===== config.mk =====
export PLATFORM = sky130hd
export DESIGN_NAME = lcd_ctrl
export DESIGN_NICKNAME = d
export VERILOG_FILES = /design/src/rtl/lcd_pkg.sv /design/src/rtl/lcd_cmd_fifo.sv /design/src/rtl/lcd_ctrl.sv
export SDC_FILE = /design/constraint.sdc
export NUM_CORES = 1
export LEC_CHECK = 0
export ABC_AREA = 1
export CAP_MARGIN = 10
export CORE_ASPECT_RATIO = 0.75
export CORE_MARGIN = 5
export CORE_UTILIZATION = 49
export CTS_BUF_LIST = sky130_fd_sc_hd__clkbuf_4
export DETAILED_ROUTE_END_ITERATION = 16
export PLACE_DENSITY = 0.83
export SYNTH_ARGS = -nofsm -noshare
export SYNTH_HDL_FRONTEND = slang
export SYNTH_HIERARCHICAL = 1
export SYNTH_SLANG_ARGS = --single-unit

===== constraint.sdc =====
create_clock -name i_clk -period 2 [get_ports i_clk]
set_input_delay 0.2 -clock i_clk [delete_from_list [all_inputs] [get_ports i_clk]]
set_output_delay 0.2 -clock i_clk [all_outputs]
set_load 0.02 [all_outputs]

===== src/rtl/lcd_pkg.sv =====
// Shared definitions for the LCD panel controller: state encoding, register
// bit positions, long-running opcodes and small elaboration-time helpers.
package lcd_pkg;

  typedef logic [2:0] lcd_state_t;

  localparam lcd_state_t S_IDLE  = 3'd0;
  localparam lcd_state_t S_SETUP = 3'd1;
  localparam lcd_state_t S_PULSE = 3'd2;
  localparam lcd_state_t S_HOLD  = 3'd3;
  localparam lcd_state_t S_EXEC  = 3'd4;

  localparam int WD_ON      = 31;
  localparam int WD_ON_ONLY = 30;
  localparam int WD_RS      = 9;

  localparam int STS_BUSY = 0;
  localparam int STS_OVR  = 1;
  localparam int STS_FULL = 2;
  localparam int STS_ON   = 31;

  localparam logic [7:0] OP_CLEAR    = 8'h01;
  localparam logic [7:0] OP_HOME     = 8'h02;
  localparam logic [7:0] OP_HOME_ALT = 8'h03;

  typedef struct packed {
    logic       rs;
    logic [7:0] data;
  } lcd_cmd_t;

  // Clear and home take far longer inside the panel than any other command.
  function automatic logic is_long_cmd(input lcd_cmd_t cmd);
    return !cmd.rs && (cmd.data == OP_CLEAR || cmd.data == OP_HOME ||
                       cmd.data == OP_HOME_ALT);
  endfunction

  function automatic int eff_cyc(input int cyc);
    return (cyc < 1) ? 1 : cyc;
  endfunction

  function automatic int max_int(input int a, input int b);
    return (a > b) ? a : b;
  endfunction

endpackage


===== src/rtl/lcd_cmd_fifo.sv =====
// Small command FIFO for the LCD controller; pointers wrap explicitly so the
// depth need not be a power of two. Push is ignored when full, pop when empty.
module lcd_cmd_fifo #(
  parameter int WIDTH = 9,
  parameter int DEPTH = 4
) (
  input  logic             i_clk,
  input  logic             i_reset,
  input  logic             i_push,
  input  logic             i_pop,
  input  logic [WIDTH-1:0] i_wdata,
  output logic [WIDTH-1:0] o_rdata,
  output logic             o_empty,
  output logic             o_full
);

  localparam int PTR_W = (DEPTH > 1) ? $clog2(DEPTH) : 1;

  logic [WIDTH-1:0] mem_q [DEPTH];
  logic [PTR_W-1:0] wr_ptr_q, rd_ptr_q;
  logic [PTR_W:0]   count_q;
  logic             do_push, do_pop;

  assign o_empty = (count_q == '0);
  assign o_full  = (count_q == (PTR_W+1)'(DEPTH));
  assign do_push = i_push && !o_full;
  assign do_pop  = i_pop && !o_empty;
  assign o_rdata = mem_q[rd_ptr_q];

  function automatic logic [PTR_W-1:0] next_ptr(input logic [PTR_W-1:0] ptr);
    return (ptr == PTR_W'(DEPTH - 1)) ? '0 : ptr + PTR_W'(1);
  endfunction

  always_ff @(posedge i_clk or negedge i_reset) begin
    if (!i_reset) begin
      wr_ptr_q <= '0;
      rd_ptr_q <= '0;
      count_q  <= '0;
    end else begin
      if (do_push) wr_ptr_q <= next_ptr(wr_ptr_q);
      if (do_pop)  rd_ptr_q <= next_ptr(rd_ptr_q);
      case ({do_push, do_pop})
        2'b10:   count_q <= count_q + (PTR_W+1)'(1);
        2'b01:   count_q <= count_q - (PTR_W+1)'(1);
        default: count_q <= count_q;
      endcase
    end
  end

  // Storage needs no reset; emptiness is tracked by the pointers and count.
  always_ff @(posedge i_clk) begin
    if (do_push) mem_q[wr_ptr_q] <= i_wdata;
  end

endmodule


===== src/rtl/lcd_ctrl.sv =====
// LCD panel controller: turns core register writes into timed RS/DATA/EN bus
// cycles. Define LCD_CTRL_FIFO_EN for a 4-deep command FIFO instead of one
// holding register.
//
// state | meaning
// IDLE  | bus parked, waiting for a queued command
// SETUP | RS/DATA driven, EN low, address setup time
// PULSE | EN high
// HOLD  | EN low, RS/DATA held
// EXEC  | panel executing the command, bus untouched
module lcd_ctrl
  import lcd_pkg::*;
#(
  parameter int SETUP_CYC = 2,
  parameter int PULSE_CYC = 12,
  parameter int HOLD_CYC  = 2,
  parameter int EXEC_CYC  = 2000,
  parameter int CLEAR_CYC = 82000
) (
  input  logic        i_clk,
  input  logic        i_reset,
  input  logic        i_wr,
  input  logic [31:0] i_wdata,
  input  logic        i_status_clr,
  output logic [31:0] o_status,
  output logic [7:0]  o_lcd_data,
  output logic        o_lcd_rs,
  output logic        o_lcd_rw,
  output logic        o_lcd_en,
  output logic        o_lcd_on
);

  localparam int MAX_CYC = max_int(max_int(max_int(eff_cyc(SETUP_CYC), eff_cyc(PULSE_CYC)),
                                           max_int(eff_cyc(HOLD_CYC), eff_cyc(EXEC_CYC))),
                                   eff_cyc(CLEAR_CYC));
  localparam int CNT_W = $clog2(MAX_CYC + 1);

  // Each state lasts load+1 cycles, so a zero parameter still gives one cycle.
  localparam logic [CNT_W-1:0] LD_SETUP = CNT_W'(eff_cyc(SETUP_CYC) - 1);
  localparam logic [CNT_W-1:0] LD_PULSE = CNT_W'(eff_cyc(PULSE_CYC) - 1);
  localparam logic [CNT_W-1:0] LD_HOLD  = CNT_W'(eff_cyc(HOLD_CYC) - 1);
  localparam logic [CNT_W-1:0] LD_EXEC  = CNT_W'(eff_cyc(EXEC_CYC) - 1);
  localparam logic [CNT_W-1:0] LD_CLEAR = CNT_W'(eff_cyc(CLEAR_CYC) - 1);

  lcd_state_t       state_q;
  logic [CNT_W-1:0] cnt_q;
  logic             cnt_tc;
  logic             rs_q, en_q, on_q, ovr_q;
  logic [7:0]       data_q;
  lcd_cmd_t         wr_cmd, head_cmd;
  logic             can_accept, accept, drop, push, pending, issue, busy, q_full;
  logic             unused_wdata;

  assign wr_cmd       = {i_wdata[WD_RS], i_wdata[7:0]};
  assign accept       = i_wr && can_accept;
  assign drop         = i_wr && !can_accept;
  assign push         = accept && !i_wdata[WD_ON_ONLY];
  assign issue        = (state_q == S_IDLE) && pending;
  assign busy         = (state_q != S_IDLE) || pending;
  assign cnt_tc       = (cnt_q == '0);
  assign unused_wdata = ^{i_wdata[29:10], i_wdata[8]};

`ifdef LCD_CTRL_FIFO_EN
  logic       fifo_empty, fifo_full;
  logic [8:0] fifo_rdata;

  lcd_cmd_fifo #(
    .WIDTH (9),
    .DEPTH (4)
  ) u_cmd_fifo (
    .i_clk   (i_clk),
    .i_reset (i_reset),
    .i_push  (push),
    .i_pop   (issue),
    .i_wdata (wr_cmd),
    .o_rdata (fifo_rdata),
    .o_empty (fifo_empty),
    .o_full  (fifo_full)
  );

  assign can_accept = !fifo_full;
  assign pending    = !fifo_empty;
  assign head_cmd   = lcd_cmd_t'(fifo_rdata);
  assign q_full     = fifo_full;
`else
  lcd_cmd_t hold_q;
  logic     hold_vld_q;

  // Accept only into an idle, empty slot, so push and issue never coincide.
  assign can_accept = (state_q == S_IDLE) && !hold_vld_q;
  assign pending    = hold_vld_q;
  assign head_cmd   = hold_q;
  assign q_full     = busy;

  always_ff @(posedge i_clk or negedge i_reset) begin
    if (!i_reset) begin
      hold_q     <= '0;
      hold_vld_q <= 1'b0;
    end else if (push) begin
      hold_q     <= wr_cmd;
      hold_vld_q <= 1'b1;
    end else if (issue) begin
      hold_vld_q <= 1'b0;
    end
  end
`endif

  always_ff @(posedge i_clk or negedge i_reset) begin
    if (!i_reset) begin
      state_q <= S_IDLE;
      cnt_q   <= '0;
      rs_q    <= 1'b0;
      data_q  <= '0;
      en_q    <= 1'b0;
    end else begin
      case (state_q)
        S_IDLE: begin
          if (pending) begin
            state_q <= S_SETUP;
            cnt_q   <= LD_SETUP;
            rs_q    <= head_cmd.rs;
            data_q  <= head_cmd.data;
          end
        end
        S_SETUP: begin
          if (cnt_tc) begin
            state_q <= S_PULSE;
            cnt_q   <= LD_PULSE;
            en_q    <= 1'b1;
          end else begin
            cnt_q <= cnt_q - CNT_W'(1);
          end
        end
        S_PULSE: begin
          if (cnt_tc) begin
            state_q <= S_HOLD;
            cnt_q   <= LD_HOLD;
            en_q    <= 1'b0;
          end else begin
            cnt_q <= cnt_q - CNT_W'(1);
          end
        end
        S_HOLD: begin
          if (cnt_tc) begin
            state_q <= S_EXEC;
            cnt_q   <= is_long_cmd({rs_q, data_q}) ? LD_CLEAR : LD_EXEC;
          end else begin
            cnt_q <= cnt_q - CNT_W'(1);
          end
        end
        S_EXEC: begin
          if (cnt_tc) begin
            state_q <= S_IDLE;
          end else begin
            cnt_q <= cnt_q - CNT_W'(1);
          end
        end
        default: begin
          state_q <= S_IDLE;
          cnt_q   <= '0;
          en_q    <= 1'b0;
        end
      endcase
    end
  end

  // A dropped write sets overrun even if software clears it in the same cycle.
  always_ff @(posedge i_clk or negedge i_reset) begin
    if (!i_reset) begin
      on_q  <= 1'b0;
      ovr_q <= 1'b0;
    end else begin
      if (accept) on_q <= i_wdata[WD_ON];
      if (drop) begin
        ovr_q <= 1'b1;
      end else if (i_status_clr) begin
        ovr_q <= 1'b0;
      end
    end
  end

  always_comb begin
    o_status           = '0;
    o_status[STS_BUSY] = busy;
    o_status[STS_OVR]  = ovr_q;
    o_status[STS_FULL] = q_full;
    o_status[STS_ON]   = on_q;
  end

  assign o_lcd_data = data_q;
  assign o_lcd_rs   = rs_q;
  assign o_lcd_rw   = 1'b0;
  assign o_lcd_en   = en_q;
  assign o_lcd_on   = on_q;

endmodule

==> results of run 1 <==
[area by class of cell]
type | instances | share of cell area (%)
Timing Repair Buffer | 32 | 10.20
Sequential cell | 42 | 34.84
Tap cell | 75 | 3.111
Inverter | 46 | 5.890
Multi-Input combinational cell | 266 | 43.22
Clock inverter | 1 | 0.9954
Clock buffer | 7 | 1.742
[metrics by stage]
stage	hold slack (ns)	cells
after floorplan	-0.09559	391
after global routing	0.3869	469
final	0.4000	469
after detailed placement	0.3042	459
after global placement	0.2999	459
after CTS	0.3963	468
[worst paths after layout]
path                            slack (ns)            end        start  cells past startpoint
worst max-delay path                  0.15    o_status[2]   state_q[1]                      5
worst min-delay path                  0.40    head_cmd[7]   i_wdata[7]                      3
worst max register to register        0.22       cnt_q[9]     cnt_q[1]                     13
worst min register to register        0.49    head_cmd[7]  head_cmd[7]                      2
max in group asynchronous             1.19      cnt_q[16]      i_reset                      3
min in group asynchronous             0.45  o_lcd_data[7]      i_reset                      3
[per-layer routing]
| layer | up-vias | track usage, % | part of all wire (%) |
|---|---|---|---|
| met4 | 0 | 4.259 | 0.89 |
| met1 | 1020 | 23.12 | 47 |
| met3 | 5 | 2.932 | 7.0 |
| met2 | 70 | 26.50 | 45 |
| li1 | 1135 | - | - |
| met5 | - | 0 | 0 |
[repair_timing]
item                                    in CTS  in global routing
setup buffers                                0                  1
endpoints found under the hold margin       42                  0
gates resized for setup                      2                  6
endpoints found under the setup margin       2                  4
cloned                                       0                  0
hold buffers                                 1                  0
pin swaps                                    0                  1
[layout by cell type, fill, tap and decap left out]
cell / synthesis / routed
a21oi_1: 10 / 10
buf_2: 1 / 1
buf_4: 33 / 2
bufinv_16: 0 / 1
clkbuf_4: 0 / 7
clkdlybuf4s50_1: 0 / 26
conb_1: 1 / 29
dfrtp_1: 42 / 42
dlygate4sd2_1: 0 / 2
dlygate4sd3_1: 0 / 1
ha_1: 2 / 2
inv_1: 42 / 41
inv_2: 3 / 3
inv_4: 1 / 2
mux2_2: 1 / 1
nand2_1: 99 / 99
nand2_2: 5 / 4
nand2_4: 2 / 2
nand2_8: 1 / 2
nand3_1: 29 / 28
nand3_2: 0 / 1
nand3_4: 1 / 1
nand3b_1: 1 / 1
nand4_1: 3 / 3
nor2_1: 39 / 39
nor2_2: 5 / 5
nor2_4: 3 / 3
nor2_8: 3 / 3
nor3_1: 8 / 8
o21ai_0: 15 / 15
o21ai_1: 5 / 5
o21bai_1: 1 / 1
o22ai_2: 1 / 1
or2_2: 1 / 1
xor2_1: 2 / 2
[kinds of logic (layout without fill, tap and decap cells)]
family	count (synthesis)	in the layout	synth area share (%)
buffers and inverters	83	86	17.15
AOI/OAI and AO/OA	32	32	6.320
other	1	29	0.1393
xor gates and xnor gates	2	2	0.6507
DFF	42	42	39.03
and+or+nand+nor	200	200	35.36
adders and majority gates	2	2	0.9292
muxes	1	1	0.4182
[critical path, cell delays in order, from the launching register on]
cell and delay, ns:
dfrtp_1 0.50, nor2_4 0.17, inv_4 0.08, nor2_8 0.12, nand2_8 0.11, dlygate4sd2_1 0.34
[state kept, by name, summed over array words and instances (netlist names)]
name        count
o_lcd_rs        1
state_q         3
hold_vld_q      1
head_cmd        9
o_lcd_data      8
o_lcd_en        1
ovr_q           1
o_lcd_on        1
cnt_q          17
[power breakdown]
| group | internal [mW] | switching [mW] |
|---|---|---|
| sequential | 0.865 | 0.00975 |
| combinational | 0.0505 | 0.0980 |
| clock | 0.293 | 0.269 |
| total | 1.21 | 0.377 |
==> metrics.txt, run 1 <==
Seq cells post-synth=42; Max Cap Violations=0; cts bufs inserted=5; Clock Pin Slew Worst Setup and Hold Paths=0.12 ns; P_leak=1.605 nW; Data required, critical path=1.80 ns; Final WS setup=0.1458 ns; Final Power=1.585 mW; # rows=23; Fin. Hold Viols=0; Ports=80; CP startpoint kind=flip-flop; DRT Pass-1 Iters=4; largest net degree at the start of global routing=43; Avg Cell Area, Syn=7.418 sq um; area leader, netlist=dfrtp_1; vias in the first global route=2,090; FF+latch area=1051 sq um; post-synthesis cell type count=30; gpl congestion=0.8984; CTS tree=done; multi-input logic area=1304 sq um; skew final=0.004749 ns; number of synthesized flops with an enable pin=0; clock sinks=42; initial antenna violation count=0; Final Max Slew Viols=0; Die H=74.20 um; Bufs on Longest Clock Path=2; Power Dens Cells=525.5 nW/um^2; maximum VDD drop=0.3633 mV; via density per instance=4.755; root buffer cell=clkbuf_4; Mapped Area=2693 sq um; fin crit period=1.854 ns; Post-synth top cells=nand2_1, dfrtp_1, inv_1; cell area after layout=3017 sq um; Yosys Warn Count=6; Crit. End Element=output port; Util after Layout=56.66%; layout cells sized above 1=10.15%; post-synth top area share=39.03%; asr flop ratio synth=100.0%; DR vias=2,230; sequential area share after synthesis=39.03%; ANT nets after route=0; status=finished, final reports clean; cell with the most instances after synthesis=nand2_1; WL final=5.485 mm; Placed Area=2898 sq um; Hold/Removal Path Class=input port to flip-flop; Final nets=431; cell count after synthesis=363; fin crit share=92.71%; H-tree Lvls=2; Port Buffer Count=29; crit path DAT=1.65 ns; dpl ws=0.2129 ns; crit path kind=flip-flop to output port; DRT iter0 DRCs=109; Main synth FF type=dfrtp_1; setup TNS=0 ns; initial cell density of the core=50.58%; area delta synth->final=12.04%; # diodes=0; die area=7093 sq um; Overall Global Routing Usage=16.45%; Synth area leaders=dfrtp_1, nand2_1, buf_4, inv_1, nor2_1; Crit Path Max Fanout=9; global-route wire length before repair=9.335 mm; Post-route DRC=0; total congestion overflow=0; Slew HR=64.67%; Die W=95.60 um; Least-Margin Pin Slew=0.5299 ns; max frequency=539.3 MHz; FILL cells=491; post-DP HPWL=4.193 mm; core area=5324 sq um; Setup violations, final=0; Avg WL per Cell=11.70 um; RSZ-0062 raised after global routing=no; Worst-Skew Late Latency=0.34 ns
Power figures use the tool's default switching activity.
==> inputs of run 2 (changes only) <==
--- a/config.mk
+++ b/config.mk
@@ -9,10 +9,11 @@
 export CAP_MARGIN = 10
 export CORE_ASPECT_RATIO = 0.75
 export CORE_MARGIN = 5
-export CORE_UTILIZATION = 49
+export CORE_UTILIZATION = 40
 export CTS_BUF_LIST = sky130_fd_sc_hd__clkbuf_4
 export DETAILED_ROUTE_END_ITERATION = 16
-export PLACE_DENSITY = 0.83
+export GPL_TIMING_DRIVEN = 0
+export PLACE_DENSITY = 0.7
 export SYNTH_ARGS = -nofsm -noshare
 export SYNTH_HDL_FRONTEND = slang
 export SYNTH_HIERARCHICAL = 1
==> constraint.sdc (replaced) <==
create_clock -name i_clk -period 2 [get_ports i_clk]
set_input_delay 0.5 -clock i_clk [delete_from_list [all_inputs] [get_ports i_clk]]
set_output_delay 0.5 -clock i_clk [all_outputs]
set_load 0.02 [all_outputs]
==> run 2 against run 1 <==
Largest cell class unchanged. Via count increased by 7.4%. Fmax decreased by 5.0%. Highest routed layer unchanged. Wire length increased by 9.2%. Non-clock buffer count increased by 44. Clock skew increased by 0.0098 ns. First-iteration DRC count decreased by 4.6%. Global-route usage decreased by 1.2 points. Count of clock-buffer cells in the layout decreased by 2. Critical path type unchanged. Utilization decreased by 3.9 points. Power increased by 3.5%.
==> metrics.txt, run 2 (synthesis results as in run 1) <==
dpl ws=-0.08040 ns (-0.2933 ns); Post-route DRC=0 (unchanged); fin crit share=97.56% (+4.9 points); Cells after DPL=502 (+9.4%); cell area after layout=3381 sq um (+12%); Crit Path Max Fanout=4 (-5); worst r2r src=cnt_q[0]; # diodes=0 (unchanged); Sw Pwr=0.4205 mW (+12%); die area=8489 sq um (+20%); Setup violations, final=0 (unchanged); Comb power frac=12.2% (+2.8 points); DR vias=2,395 (+7.4%); skew final=0.01457 ns (+0.009822 ns); WL final=5.992 mm (+9.2%); layout cells sized above 1=19.63% (+9.5 points); area delta synth->final=25.56%; fin crit period=1.951 ns (+0.09702 ns); post-DP HPWL=4.680 mm (+12%); initial antenna violation count=0 (unchanged); Min-Delay Endpoint=o_lcd_data[7]; cts bufs inserted=5 (unchanged); most frequent cells in the layout=nand2_1, inv_1, dfrtp_1, nor2_1, buf_4; crit-path cells=nor2_4 -> inv_4 -> nor2_8 -> nand2_8 -> buf_6 -> buf_6; r2r setup slk=0.16 ns (-0.06 ns); Max Cap Violations=0 (unchanged); WHS Path Cells=2 (-1); FILL cells=611 (+24%); Die H=81.06 um (+9.2%); gpl congestion=0.8560 (-4.7%); DRT iter0 DRCs=104 (-4.6%); Worst-Skew Late Latency=0.37 ns (+0.03 ns); CTS tree=done; H-tree Lvls=2 (unchanged); Sw Share=25.62% (+1.8 points); ANT nets after route=0 (unchanged); Crit. End Element=output port; maximum VDD drop=0.2824 mV (-22%); Bufs on Longest Clock Path=2 (unchanged); Die W=104.7 um (+9.6%); Port Buffer Count=29 (unchanged); root buffer cell=clkbuf_4; via density per instance=4.615 (-2.9%); Placed Area=3204 sq um (+11%); crit path kind=flip-flop to output port; Power Dens Cells=485.5 nW/um^2 (-7.6%); Data required, critical path=1.50 ns (-0.30 ns); status=finished, final reports clean; setup TNS=0 ns (unchanged); crit path DAT=1.45 ns (-0.20 ns); RSZ-0062 raised after global routing=yes; most common cell after layout, fill and taps aside=nand2_1; P_leak=1.855 nW (+16%); Clock Pin Slew Worst Setup and Hold Paths=0.14 ns (+0.02 ns); CP startpoint kind=flip-flop; core area=6412 sq um (+20%); Final WS setup=0.04877 ns (-0.09702 ns); vias in the first global route=2,265 (+8.4%); clock share of power=34.5% (-0.9 points); total congestion overflow=0 (unchanged); fin cells=519 (+11%); largest net degree at the start of global routing=31 (-28%); Final Power=1.641 mW (+3.5%); max FFs per register=17 (unchanged); clock sinks=42 (unchanged); R2R depth=13 (unchanged); max frequency=512.5 MHz (-5.0%); Hold/Removal Path Class=flip-flop to flip-flop; most frequent CP cell=buf_6; Flop pwr share=53.3% (-1.9 points); Slowest-stage cell, CP=dfrtp_2; Final nets=475 (+10%); Overall Global Routing Usage=15.26% (-1.2 points); Reg with most FFs=cnt_q; # rows=25 (+8.7%); worst r2r dst=cnt_q[7]; Hold Crit Start=head_cmd[7]; Final Max Slew Viols=0 (unchanged); global-route wire length before repair=10.64 mm (+14%); initial cell density of the core=41.99% (-8.6 points); Fin. Hold Viols=0 (unchanged); Avg WL per Cell=11.55 um (-1.3%); Ports=80 (unchanged); CP max stage delay=0.45 ns (-0.05 ns); DRT Pass-1 Iters=5 (+1); Pint=1.221 mW (+1.1%)
-- run 2: through the flow --
step | hold WS (ns) | util, %
after floorplan | 0.2044 | -
after global placement | 0.4597 | 49.74
after detailed placement | 0.4122 | 49.97
after CTS | 0.4877 | 51.75
after global routing | 0.5117 | 52.72
final | 0.4859 | 52.72
-- run 2: worst max path at each step --
stage,slack [ns],end,from,depth (start not counted)
floorplan,0.46,cnt_q[7],cnt_q[0],13
global placement,-0.69,cnt_q[10],i_reset,1
detailed placement,-0.08,o_status[0],state_q[1],6
CTS,0.002,o_status[2],state_q[1],6
global route,-0.04,cnt_q[7],cnt_q[0],13
finish,0.05,o_status[2],state_q[1],6
-- run 2: power groups by stage --
stage / logic (mW) / registers, mW / clock network [mW]
3_5_place_dp: 0.198 / 0.891 / 0
6_report: 0.200 / 0.875 / 0.567
3_3_place_gp: 0.192 / 0.891 / 0
5_1_grt: 0.218 / 0.878 / 0.610
4_1_cts: 0.200 / 0.875 / 0.578
2_1_floorplan: 0.115 / 0.900 / 0
-- run 2: layout make-up --
cell class | instances | area, sq um | area share [%]
buffer | 37 | 294.0 | 8.697
clock buffer | 5 | 37.54 | 1.110
clock inverter | 3 | 45.04 | 1.332
inverter | 46 | 175.2 | 5.181
multi-input combinational | 266 | 1295 | 38.30
sequential | 42 | 1052 | 31.13
tap | 81 | 101.3 | 2.998
timing repair buffer | 39 | 380.4 | 11.25
-- run 2: per-layer routing --
layer / wire length, um / track usage, % / vias up
met5: 0 / 0 / -
met2: 2632 / 24.06 / 83
met3: 403 / 3.098 / 10
li1: - / - / 1219
met1: 2868 / 21.26 / 1083
met4: 87 / 4.725 / 0
-- run 2: repair_timing --
action                                  in CTS  in global routing
setup buffers                                4                  4
endpoints found under the hold margin       11                  0
gates resized for setup                      9                 10
pin swaps                                    2                  1
hold buffers                                 1                  0
endpoints found under the setup margin       2                  7
cloned                                       0                  0
-- run 2: critical path: cells and delay by family (launching register included) --
kind	cells	cell delay, ns
simple gates	3	0.32
flops	1	0.45
buf+inv	3	0.31
